[config.mk]
export PLATFORM = sky130hd
export DESIGN_NAME = morse_sequencer
export DESIGN_NICKNAME = d
export VERILOG_FILES = /design/src/rtl/morse_sequencer.sv
export SDC_FILE = /design/constraint.sdc
export NUM_CORES = 1
export LEC_CHECK = 0
export CORE_AREA = 2 2 63 65
export CTS_CLUSTER_SIZE = 28
export DETAILED_ROUTE_END_ITERATION = 6
export DIE_AREA = 0 0 65 67
export PLACE_DENSITY = 0.75
export SKIP_LAST_GASP = 1
export SYNTH_ARGS = -nofsm -noshare
export SYNTH_HDL_FRONTEND = slang
export SYNTH_SLANG_ARGS = --single-unit
export TNS_END_PERCENT = 10
[constraint.sdc]
create_clock -name clk -period 7.6 [get_ports clk]
set_input_delay 1.52 -clock clk [delete_from_list [all_inputs] [get_ports clk]]
set_output_delay 1.52 -clock clk [all_outputs]
set_load 0.05 [all_outputs]
[src/rtl/morse_sequencer.sv]
// Morse LED sequencer for letters A..H with a half-second unit prescaler.
// Optional inter-letter gap (TAIL state) enabled by MORSE_LETTER_GAP_EN.
module morse_sequencer #(
  parameter int TICK_CYCLES = 25000000
) (
  input  logic       clk,
  input  logic       reset_n,
  input  logic       start,
  input  logic [2:0] letter_sel,
  output logic       led,
  output logic       busy,
  output logic       done
);

  localparam logic [24:0] RELOAD = 25'(TICK_CYCLES - 1);

  typedef enum logic [2:0] {
    S_IDLE,
    S_MARK,
    S_SPACE,
`ifdef MORSE_LETTER_GAP_EN
    S_TAIL,
`endif
    S_FIN
  } state_e;

  state_e      state_q, state_d;
  logic [3:0]  pat_q, pat_d;
  logic [2:0]  cnt_q, cnt_d;
  logic [24:0] pre_q, pre_d;
  logic [1:0]  unit_q, unit_d;
  logic        led_q, led_d;
  logic        busy_q, busy_d;
  logic        done_q, done_d;

  logic [3:0]  lut_pat;
  logic [2:0]  lut_len;
  logic        tick;
  logic        last_unit;

  // Patterns are left-aligned: the current symbol is always pat_q[3].
  always_comb begin
    lut_pat = 4'b0000;
    lut_len = 3'd1;
    unique case (letter_sel)
      3'd0: begin lut_pat = 4'b0100; lut_len = 3'd2; end
      3'd1: begin lut_pat = 4'b1000; lut_len = 3'd4; end
      3'd2: begin lut_pat = 4'b1010; lut_len = 3'd4; end
      3'd3: begin lut_pat = 4'b1000; lut_len = 3'd3; end
      3'd4: begin lut_pat = 4'b0000; lut_len = 3'd1; end
      3'd5: begin lut_pat = 4'b0010; lut_len = 3'd4; end
      3'd6: begin lut_pat = 4'b1100; lut_len = 3'd3; end
      3'd7: begin lut_pat = 4'b0000; lut_len = 3'd4; end
      default: begin lut_pat = 4'b0000; lut_len = 3'd1; end
    endcase
  end

  assign tick      = busy_q && (pre_q == 25'd0);
  assign last_unit = (unit_q == 2'd2);

  always_comb begin
    state_d = state_q;
    pat_d   = pat_q;
    cnt_d   = cnt_q;
    unit_d  = unit_q;
    pre_d   = pre_q;
    if (busy_q) begin
      pre_d = tick ? RELOAD : pre_q - 25'd1;
    end
    unique case (state_q)
      S_IDLE: begin
        if (start) begin
          state_d = S_MARK;
          pat_d   = lut_pat;
          cnt_d   = lut_len;
          unit_d  = 2'd0;
          pre_d   = RELOAD;
        end
      end
      S_MARK: begin
        if (tick) begin
          if (!pat_q[3] || last_unit) begin
            unit_d = 2'd0;
            if (cnt_q > 3'd1) begin
              state_d = S_SPACE;
            end else begin
`ifdef MORSE_LETTER_GAP_EN
              state_d = S_TAIL;
`else
              state_d = S_FIN;
`endif
            end
          end else begin
            unit_d = unit_q + 2'd1;
          end
        end
      end
      S_SPACE: begin
        if (tick) begin
          pat_d   = {pat_q[2:0], 1'b0};
          cnt_d   = cnt_q - 3'd1;
          state_d = S_MARK;
        end
      end
`ifdef MORSE_LETTER_GAP_EN
      S_TAIL: begin
        if (tick) begin
          if (last_unit) begin
            unit_d  = 2'd0;
            state_d = S_FIN;
          end else begin
            unit_d = unit_q + 2'd1;
          end
        end
      end
`endif
      S_FIN: begin
        state_d = S_IDLE;
      end
      default: begin
        state_d = S_IDLE;
      end
    endcase
    led_d  = (state_d == S_MARK);
    done_d = (state_d == S_FIN);
    busy_d = (state_d != S_IDLE) && (state_d != S_FIN);
  end

  always_ff @(posedge clk or negedge reset_n) begin
    if (!reset_n) begin
      state_q <= S_IDLE;
      pat_q   <= 4'b0000;
      cnt_q   <= 3'd0;
      unit_q  <= 2'd0;
      pre_q   <= RELOAD;
      led_q   <= 1'b0;
      busy_q  <= 1'b0;
      done_q  <= 1'b0;
    end else begin
      state_q <= state_d;
      pat_q   <= pat_d;
      cnt_q   <= cnt_d;
      unit_q  <= unit_d;
      pre_q   <= pre_d;
      led_q   <= led_d;
      busy_q  <= busy_d;
      done_q  <= done_d;
    end
  end

  assign led  = led_q;
  assign busy = busy_q;
  assign done = done_q;

endmodule

Word level (Yosys, flattened, before mapping)
Memories as Yosys holds them, arrays and structs flattened.
Index checks and enable logic that the tools add are counted.
{ "totals": {"ff_bits": 40, "rom_bits": 48, "output_inout_bits": 3, "elab_cells": 53, "n_memories": 1} }
{ "op_classes": {"addsub": 3, "order_cmp": 1, "n_eq_ne": 9, "mux": 20, "reduce_logical": 11} }
{ "memory_table": {"columns": ["name", "words", "width", "rd", "rd_clocked_by_memory_dff", "wr", "line", "source"], "rows": [
  ["(name not given)", 8, 6, 1, 0, 0, "45", "unique case (letter_sel)"]
]} }
{ "ops": {"columns": ["operator", "count"], "rows": [
  ["$mux 25", 4],
  ["$logic_not 25->1", 1],
  ["$sub 25x1->25 const B", 1],
  ["$mux 3", 6],
  ["$pmux 3 s3", 1],
  ["$mux 4", 2],
  ["$pmux 4 s2", 1],
  ["$eq 3x1->1 const B", 2],
  ["$eq 3x2->1 const B", 2],
  ["$mux 2", 3],
  ["$ne 2x2->1 const B", 3],
  ["$pmux 3 s2", 1],
  ["$reduce_and 3->1", 2],
  ["$pmux 2 s2", 1],
  ["$reduce_bool 2->1", 2],
  ["$gt 3x1->1 const B", 1],
  ["$logic_not 3->1", 1],
  ["$ne 3x2->1 const B", 1],
  ["$reduce_bool 3->1", 1],
  ["$sub 3x1->3 const B", 1],
  ["$add 2x1->2 const B", 1],
  ["$eq 2x2->1 const B", 1],
  ["$logic_and 1x1->1", 2],
  ["$logic_not 1->1", 1],
  ["2 further kinds", 2]
]} }

Logic depth before layout (Yosys ltp)
{ "depth": {"ltp_word": 7, "depth_mapped": 8, "depth_no_buf": 7} }

Least setup slack after synthesis
OpenSTA, ideal clock, no wires.
{ "synth_path": {"kind": "input to register", "startpoint": "in start", "endpoint": "reg unit_q[1]", "arrival_time_ns": 3.145, "required_time_ns": 7.517, "setup_slack_ns": 4.372, "cell_stages": 4, "path_buffers": 0, "path_cell_list": "nor4b_1 a21oi_1 or3_1 o21ai_0"} }
{ "synth_between": {"elab_chain_len": 2} }
{ "synth_rtl": {"columns": ["element", "line", "source"], "rows": [
  ["start: declaration", "8", "input logic start,"],
  ["$ne 2x2->1 (no line)", null, null],
  ["$reduce_and 3->1 (no line)", null, null],
  ["end signal: assignment", "143", "unit_q <= unit_d;"],
  ["end: declaration", "31", "logic [1:0] unit_q, unit_d;"]
]} }
No other way between the ends.
A chain may end at the register's enable or synchronous reset.

Final worst setup path
{ "layout_path": {"startpoint": "in start", "endpoint": "reg cnt_q[1]"} }
{ "layout_between": {"elab_chain_len": 2} }
{ "layout_rtl": {"columns": ["element", "line", "source"], "rows": [
  ["$ne 2x2->1 (no line)", null, null],
  ["$reduce_and 3->1 (no line)", null, null],
  ["end signal: assignment", "142", "cnt_q <= cnt_d;"],
  ["end: declaration", "29", "logic [2:0] cnt_q, cnt_d;"]
]} }
No other way between the ends.

==> reports/summary.json <==
{
  "placement": {
    "numPortBuffers": 8,
    "globalplace.congestion": 0.848,
    "dpl_worst_slack_ps": 4120,
    "place_area_mm2": 0.00225,
    "dp_hpwl_um": 3020
  },
  "logic_synthesis": {
    "synth_warn": 0,
    "synthesis.area_mm2": 0.00213,
    "synth_top_area_share": 0.258,
    "synth_edf_count": 0,
    "synth_cells": 219,
    "yosys.cell_count.top_type": "sky130_fd_sc_hd__nand2_1",
    "synth_top_family_by_area": "simple AND/OR/NAND/NOR gates",
    "async_set_or_reset_flop_fraction_in_the_synthesized_netlist": 1.00,
    "synth.area.top_cells": "sky130_fd_sc_hd__dfrtp_1 26%, sky130_fd_sc_hd__dfstp_2 21%, sky130_fd_sc_hd__xnor2_1 7.0%",
    "yosysSeqAreaShare": 0.467,
    "synth-xor-area-share": 0.0862,
    "postSynthAreaPerCell_um2": 9.74,
    "synth_compound_gate_area_share": 0.0915,
    "post_synth_mux_area_share": 0.00938,
    "synth_fa_ha_area_frac": 0.0528,
    "synth_ff_type": "sky130_fd_sc_hd__dfrtp_1",
    "synth.distinct_cells": 47,
    "simple_gate_share_of_the_synthesized_area": 0.265,
    "post_synth_top_area_cell": "sky130_fd_sc_hd__dfrtp_1",
    "synth.cells.most_frequent": "26 x sky130_fd_sc_hd__nand2_1, 23 x sky130_fd_sc_hd__nor2_1, 22 x sky130_fd_sc_hd__dfrtp_1, 17 x sky130_fd_sc_hd__dfstp_2, 17 x sky130_fd_sc_hd__xnor2_1",
    "yosys_register_bits": 39,
    "syn_nets": 234
  },
  "floorplan": {
    "floorplan.die_area_mm2": 0.00436,
    "initial_cell_density_of_the_core": 0.592,
    "floorplan.rows": 22,
    "design.core.area_mm2": 0.00361,
    "die_x_um": 65,
    "ioPinCount": 9,
    "dieHeight_um": 67
  },
  "critical_path": {
    "worstSetupPathType": "input pin to flip-flop",
    "critical_r2r_launch": "pre_q[9]",
    "slack_of_the_worst_reg_to_reg_path_ps": 4980,
    "worstPathRequired_ps": 7790,
    "slowest_delay_ps": 480,
    "end_kind": "flip-flop",
    "cp_data_arrival_time_ps": 3380,
    "worst_setup_start_kind": "input pin",
    "timing.critical_path.mode_cell": "sky130_fd_sc_hd__buf_4",
    "worstRegToRegCells": 5,
    "timing.critical_path.fanout_max": 12,
    "timing.rr.end": "pre_q[9]",
    "crit_slowest_cell": "sky130_fd_sc_hd__a21oi_1",
    "worstPathCellList": "clkdlybuf4s50_1, nor4b_1, buf_4, a21oi_1, buf_4, nor2_1, a221oi_1"
  },
  "cells_and_area": {
    "drive_above_1_share": 0.169,
    "finalInstanceArea_mm2": 0.00237,
    "final_core_utilization": 0.656,
    "filler_cell_count": 285,
    "area_delta_synth_final_pct": 10.9,
    "antenna_cells": 0,
    "final_net_count": 245
  },
  "timing": {
    "fin_crit_sh": 0.419,
    "period_needed_ps": 3190,
    "rsz0062_at_grt": "no",
    "clock.fmax_mhz": 314,
    "final.setup.worst_slack_ps": 4410,
    "final-setup-viol-count": 0,
    "hold_viol": 0,
    "tightest_slew_ps": 833,
    "finalSetupTns_ps": 0,
    "drv_slew": 0,
    "worst_clock_skew_ps": 5.33,
    "slew_headroom": 0.444
  },
  "routing": {
    "drt_iter0_markers": 136,
    "drt_pre_antenna_iters": 4,
    "via_count": 1648,
    "detail-route-antenna-nets": 0,
    "wire_per_inst_um": 14.9,
    "detail_route.drc_violations": 0,
    "route.final.wire_length_um": 4150,
    "route.detailed.vias_per_inst": 5.91
  },
  "pwr": {
    "cellLeakagePower_nw": 0.949,
    "power_per_cell_area_mw_per_mm2": 201,
    "worst_ir_drop_vdd_v": 0.000121
  },
  "hold_path": {
    "timing.hold.worst_endpoint": "pre_q[5]",
    "worst_hold_path_type": "flip-flop to flip-flop",
    "hold_depth": 2,
    "min_from": "pre_q[5]"
  },
  "cts": {
    "library_cell_used_as_clock_root_buffer": "sky130_fd_sc_hd__clkbuf_8",
    "cts_num_sinks": 39,
    "hold_buffers": 0,
    "ctsLongestPathBuffers": 2,
    "postCtsSetupBuffers": 0,
    "cts_made_buffers": 5,
    "clock_network_latency_to_the_later_pin_of_the_worst_skew_pair_ps": 290,
    "post_cts.resized_instances": 0,
    "clk_pin_slew_worst_paths_ps": 80,
    "ctsHtreeMaxLevel": 2,
    "tritoncts": "built"
  },
  "global_routing": {
    "grt.total_usage": 0.220,
    "antenna_found_initial": 0,
    "grt_pass1_wl_um": 7310,
    "via_count_of_the_first_global_routing_pass": 1645,
    "grt_start_max_net_pins": 40,
    "grt.overflow.total": 0
  },
  "outcome": {
    "status": "finished, final reports clean"
  },
  "run": {
    "max_cap_viol_count": 0
  }
}
layer usage:
layer / share of wire / up-vias / GRT usage
met5: 0 / - / 0
met4: 0.0094 / 0 / 0.0612
met3: 0.027 / 7 / 0.0524
met2: 0.51 / 22 / 0.381
met1: 0.45 / 824 / 0.274
li1: - / 795 / -
area by class of cell:
cell class,count,area (µm²),area share
Clock buffer,5,68.8,0.0291
Clock inverter,3,43.8,0.0185
Inverter,7,26.3,0.0111
Multi-Input combinational cell,167,1080,0.456
Sequential cell,39,997,0.421
Tap cell,48,60.1,0.0254
Timing Repair Buffer,10,90.1,0.0381
layout by cell type (no fill, tap or decap), types with 2 or more instances in the layout:
cell	synthesis	final
sky130_fd_sc_hd__nand3_1	5	5
sky130_fd_sc_hd__a21oi_1	7	7
sky130_fd_sc_hd__buf_4	0	2
sky130_fd_sc_hd__or2_2	2	2
sky130_fd_sc_hd__nor2_1	23	23
sky130_fd_sc_hd__or4_1	3	3
sky130_fd_sc_hd__nand2b_1	3	3
sky130_fd_sc_hd__clkbuf_8	0	5
sky130_fd_sc_hd__or3_1	8	8
sky130_fd_sc_hd__nor3_1	11	11
sky130_fd_sc_hd__dfstp_2	17	17
sky130_fd_sc_hd__or4_4	3	3
sky130_fd_sc_hd__nor4_1	7	7
sky130_fd_sc_hd__and3_1	2	2
sky130_fd_sc_hd__clkdlybuf4s50_1	0	7
sky130_fd_sc_hd__o221a_2	2	2
sky130_fd_sc_hd__o21ai_0	8	8
sky130_fd_sc_hd__xnor2_1	17	17
sky130_fd_sc_hd__xor2_1	4	4
sky130_fd_sc_hd__ha_1	9	9
sky130_fd_sc_hd__dfrtp_1	22	22
sky130_fd_sc_hd__nand3b_1	2	2
sky130_fd_sc_hd__o211ai_1	2	2
sky130_fd_sc_hd__inv_1	7	7
sky130_fd_sc_hd__nand2_1	26	26
sky130_fd_sc_hd__mux2i_1	2	2
flip-flops by register name, summed over array words and instances (netlist names):
signal   count
state_q      3
led          1
busy         1
pre_q       25
done         1
unit_q       2
cnt_q        3
pat_q        3
cell families after synthesis:
logic type	Yosys count
mux	2
xor+xnor	21
buf+inv	13
flops	39
compound gates	29
other cells	1
simple gates	105
fa+ha+maj	9
worst max-delay path: cells and delay by family:
family,cells,cell delay (ps)
AOI/OAI and AO/OA,2,770
buffers and inverters,3,880
and+or+nand+nor,2,220
metrics by stage:
stage / hold slack (ps) / power, mW / instances
final: 525 / 0.475 / 279
after global routing: 559 / 0.498 / 279
after CTS: 523 / 0.479 / 279
after detailed placement: 507 / 0.305 / 271
after global placement: 473 / 0.301 / 271
after floorplan: 457 / 0.282 / 219
worst max-delay path by stage:
stage	start	to	slack, ps	cells past startpoint
2_1_floorplan	start	unit_q[1]	4370	4
3_3_place_gp	start	cnt_q[1]	4180	7
6_report	start	cnt_q[1]	4410	7
5_1_grt	start	cnt_q[1]	4220	7
4_1_cts	start	cnt_q[1]	4380	7
3_5_place_dp	start	cnt_q[1]	4120	7
power by group:
group          switching (mW)  internal [mW]  total [mW]
Sequential             0.0140          0.226       0.240
Combinational          0.0383         0.0248      0.0631
Clock                  0.0750         0.0977       0.173
Total                   0.127          0.348       0.475
(Power assumes the default switching activity.)
